## src/rtl/pulse_stretcher.sv

```systemverilog
// pulse_stretcher: turns single-cycle strobes into fixed-length high windows
// separated by a mandatory low gap, replaying queued strobes in order.
module pulse_stretcher #(
   parameter int HIGH_CYCLES = 4,
   parameter int GAP_CYCLES  = 2,
   parameter int MAX_PENDING = 3
) (
   input  logic                           clk,
   input  logic                           rst,
   input  logic                           pulse_in,
   output logic                           level_out,
   output logic                           busy,
   output logic [$clog2(MAX_PENDING+1)-1:0] pending,
   output logic                           overflow
);

   localparam int MAXC = (HIGH_CYCLES > GAP_CYCLES) ? HIGH_CYCLES : GAP_CYCLES;
   localparam int CW   = (MAXC > 1) ? $clog2(MAXC) : 1;
   localparam int PW   = $clog2(MAX_PENDING+1);

   localparam logic [CW-1:0] HLOAD = CW'(HIGH_CYCLES-1);
   localparam logic [CW-1:0] GLOAD = CW'(GAP_CYCLES-1);
   localparam logic [PW-1:0] PMAX  = PW'(MAX_PENDING);

   typedef enum logic [1:0] {
      IDLE = 2'd0,
      HIGH = 2'd1,
      GAP  = 2'd2
   } state_t;

   state_t         state_q, state_d;
   logic [CW-1:0]  cnt_q, cnt_d;
   logic [PW-1:0]  pend_q, pend_d;
   logic           ovf_q, ovf_d;
   logic           last_gap;

   assign last_gap  = (state_q == GAP) && (cnt_q == '0);
   assign level_out = (state_q == HIGH);
   assign busy      = (state_q != IDLE);
   assign pending   = pend_q;
   assign overflow  = ovf_q;

   // state, window counter, queue depth and drop flag registers
   always_ff @(posedge clk or posedge rst) begin
      if (rst) begin
         state_q <= IDLE;
         cnt_q   <= '0;
         pend_q  <= '0;
         ovf_q   <= 1'b0;
      end else begin
         state_q <= state_d;
         cnt_q   <= cnt_d;
         pend_q  <= pend_d;
         ovf_q   <= ovf_d;
      end
   end

   // next-state, counter reload and pending-queue bookkeeping
   always_comb begin
      state_d = state_q;
      cnt_d   = cnt_q;
      pend_d  = pend_q;
      ovf_d   = 1'b0;

      case (state_q)
         IDLE: begin
            if (pulse_in) begin
               state_d = HIGH;
               cnt_d   = HLOAD;
            end
         end
         HIGH: begin
            if (cnt_q != '0) begin
               cnt_d = cnt_q - 1'b1;
            end else begin
               state_d = GAP;
               cnt_d   = GLOAD;
            end
         end
         GAP: begin
            if (cnt_q != '0) begin
               cnt_d = cnt_q - 1'b1;
            end else if ((pend_q != '0) || pulse_in) begin
               state_d = HIGH;
               cnt_d   = HLOAD;
            end else begin
               state_d = IDLE;
            end
         end
         default: begin
            state_d = IDLE;
            cnt_d   = '0;
         end
      endcase

      // On the last gap cycle a new pulse either is served directly or
      // takes the slot of the replayed one, so the depth never changes.
      if (state_q != IDLE) begin
         if (pulse_in && !last_gap) begin
            if (pend_q < PMAX) begin
               pend_d = pend_q + 1'b1;
            end else begin
               ovf_d = 1'b1;
            end
         end else if (last_gap && !pulse_in && (pend_q != '0)) begin
            pend_d = pend_q - 1'b1;
         end
      end
   end

endmodule
```

## config.mk

```make
export PLATFORM = sky130hd
export DESIGN_NAME = pulse_stretcher
export DESIGN_NICKNAME = d
export VERILOG_FILES = /design/src/rtl/pulse_stretcher.sv
export SDC_FILE = /design/constraint.sdc
export NUM_CORES = 1
export LEC_CHECK = 0
export ABC_AREA = 1
export CORE_AREA = 2 2 39 41
export CTS_CLUSTER_SIZE = 8
export DETAILED_ROUTE_END_ITERATION = 16
export DIE_AREA = 0 0 41 43
export SLEW_MARGIN = 20
export SYNTH_ARGS = -nofsm -noshare
export SYNTH_HDL_FRONTEND = slang
export SYNTH_SLANG_ARGS = --single-unit
export TNS_END_PERCENT = 5
```

## constraint.sdc

```tcl
create_clock -name clk -period 1.47 [get_ports clk]
set_input_delay 0.147 -clock clk [delete_from_list [all_inputs] [get_ports clk]]
set_output_delay 0.147 -clock clk [all_outputs]
set_load 0.05 [all_outputs]
```

==> flow_metrics.env <==
export IMPL_overflow=0
export IMPL_critPathArrivalTime_ps=1250
export IMPL_wire_per_inst_um=9.152
export IMPL_sum_of_routed_wire_length_over_all_layers_um=906
export IMPL_cts_num_sinks=7
export IMPL_async_flop_share_pct=100.0
export IMPL_syn_instance_count=71
export IMPL_detailedPlacementHpwl_um=775.3
export IMPL_final_setup_tns_ps=0
export IMPL_cts_made_buffers=3
export IMPL_post_route_util_pct=47.92
export IMPL_design_power_total_w=0.001647
export IMPL_power_density_cell_area_nw_per_um2=2484
export IMPL_gr_usage_all_layers_pct=13.12
export IMPL_critical_path_slowest_cell="dfrtp_1"
export IMPL_post_route_cells_drive_above_1_share_pct=27.71
export IMPL_cp_required_ps=1320
export IMPL_detail_route_drc_violations=0
export IMPL_drv_slew=0
export IMPL_worstSetupPathType="reg2out"
export IMPL_numPortBuffers=7
export IMPL_drtPass1Iterations=2
export IMPL_floorplan_rows=14
export IMPL_antenna_cells_inserted=0
export IMPL_yosys_cell_count_top_type="nand2_1"
export IMPL_final_worst_path_period_need_ps=1401
export IMPL_max_stage_delay_ps=490
export IMPL_area_growth_syn_to_layout_pct=29.90
export IMPL_synth_area_sq_um=510.5
export IMPL_floorplan_die_height_um=43
export IMPL_clock_tree_root_buffer_cell="clkbuf_4"
export IMPL_vias=434
export IMPL_fillerInstances=141
export IMPL_synth_net_count=76
export IMPL_drt_iter0_markers=3
export IMPL_die_width_um=41
export IMPL_gp_congestion=0.7356
export IMPL_ys_dominant_reg_cell="dfrtp_1"
export IMPL_end_kind="primary output"
export IMPL_critical_path_cell_chain="nor2_2, inv_1, buf_12"
export IMPL_clock_insertion_delay_at_the_later_pin_of_the_skew_report_ps=240
export IMPL_worst_slew_pin_transition_ps=331.1
export IMPL_cp_start_kind="flip-flop"
export IMPL_grt_antenna_before_repair=0
export IMPL_netlist_top_cells_count="nand2_1 (18), nor2_1 (14), inv_1 (10), dfrtp_1 (7)"
export IMPL_grt_start_max_net_pins=9
export IMPL_syn_mean_instance_area_sq_um=7.190
export IMPL_route_detailed_vias_per_inst=4.384
export IMPL_outcome="finished, final reports clean"
export IMPL_ant_nets=0
export IMPL_worst_hold_path_type="in2async"
export IMPL_final_min_period_over_clock_period_pct=95.31
export IMPL_max_cap_violations=0
export IMPL_first_global_vias=420
export IMPL_timing_clock_skew_ps=4.359
export IMPL_core_area_sq_um=1384
export IMPL_h_tree_level_count=1
export IMPL_ys_warnings_count=0
export IMPL_finalNetCount=89
export IMPL_rsz0062_at_grt="no"
export IMPL_layout_setup_ws_ps=68.94
export IMPL_setup_violations_final=0
export IMPL_timing_critical_path_fanout_max=8
export IMPL_tritoncts="done"
export IMPL_synth_edf_count=0
export IMPL_synth_top_cell_by_area="dfrtp_1"
export IMPL_synthDistinctLibCells=20
export IMPL_clkTransAtPathRegs_ps=50
export IMPL_fraction_of_the_yosys_area_taken_by_sequential_cells_pct=34.31
export IMPL_wire_length_of_the_first_global_routing_pass_mm=1.621
export IMPL_cts_path_max_buffers=2
export IMPL_floorplan_initialDensity_pct=36.89
export IMPL_relSlewSlack_pct=77.92
export IMPL_timing_fmax_ghz=0.7137
export IMPL_ys_top_cells_by_area="dfrtp_1 (34%), nand2_1 (13%), nor2_1 (10%)"
export IMPL_place_worst_setup_slack_ps=74.19
export IMPL_yosys_register_bits=7
export IMPL_top_level_ports=8
export IMPL_die_area_sq_um=1763
export IMPL_power_leakage_nw=0.3406
export IMPL_report_final_hold_viol_count=0
export IMPL_post_cts_hold_buffer_count=0
export IMPL_yosysTopAreaCellShare_pct=34.31
export IMPL_irDropWorstVdd_uv=1056
export IMPL_whs_ps=121.6
-- cells in the final DEF, fill, tap and decap left out, types with 2 or more instances in the layout --
cell,Yosys,layout
a21oi_1,2,2
nand4_1,2,2
inv_1,10,10
clkdlybuf4s50_1,0,2
nand2_2,2,2
nand3_2,2,2
clkbuf_4,0,3
nand2_1,18,18
nor2_2,1,3
o21ai_1,2,2
dfrtp_1,7,7
buf_12,0,3
nor2_1,14,12
buf_4,0,4
-- worst paths after layout --
| kind | cells after the start | slack, ps | start | to |
|---|---|---|---|---|
| max in group asynchronous | 2 | 1140 | rst | overflow$_DFF_PP0_ |
| hold / removal | 2 | 120 | rst | cnt_q[1]$_DFFE_PP0P_ |
| hold reg to reg | 2 | 560 | pending[1]$_DFFE_PP0P_ | pending[1]$_DFFE_PP0P_ |
| setup / recovery | 3 | 70 | state_q[1]$_DFFE_PP0P_ | busy |
| setup reg to reg | 9 | 130 | cnt_q[0]$_DFFE_PP0P_ | pending[0]$_DFFE_PP0P_ |
| min in group clk | 2 | 560 | pending[1]$_DFFE_PP0P_ | pending[1]$_DFFE_PP0P_ |
-- metal layers --
metal / up-vias / global-route usage [%] / part of all wire, %
met3: 0 / 1.571 / 1.3
met1: 190 / 19.13 / 50
met4: 0 / 6.000 / 0
li1: 241 / - / -
met2: 3 / 18.75 / 48
met5: - / 0 / 0
-- power by group --
part,switching [W],internal (W)
clock,0.0000618,0.000103
combinational,0.000638,0.000431
sequential,0.000130,0.000284
-- state kept, by name, summed over array words and instances, names as in the netlist --
name,flops
cnt_q,2
overflow,1
state_q,2
pending,2
-- repair_timing --
action                     4_1_cts  5_1_grt
setup buffers                    0        0
setup endpoints to repair        0        2
gates resized for setup          0        2
-- area by class of cell --
cell class / count / area [sq um] / share of cell area (%)
clock buffer: 4 / 26.28 / 3.962
timing repair buffer: 9 / 110.1 / 16.60
tap: 16 / 20.02 / 3.019
multi-input combinational: 51 / 286.5 / 43.21
inverter: 12 / 45.04 / 6.792
sequential: 7 / 175.2 / 26.42
-- metrics by stage --
step	instances	cell area, sq um
after floorplan	71	513.0
after global placement	95	631.9
after detailed placement	95	631.9
after CTS	99	658.1
after global routing	99	663.1
final	99	663.1
-- worst max-delay path, delay by kind of cell (launching register included) --
family / cells / cell delay (ps)
AND/OR/NAND/NOR: 1 / 220
buffers and inverters: 2 / 310
flip-flops: 1 / 490
-- logic make-up (layout without fill, tap and decap cells) --
kind of cell	count (synthesis)	count (layout)	share of synthesized area (%)
buffers and inverters	13	25	11.03
AND/OR/NAND/NOR	42	42	41.42
AO/OA/AOI/OAI	7	7	8.333
flip-flops	7	7	34.31
adder cells (fa/ha/maj)	2	2	4.901
(Power assumes the default switching activity.)
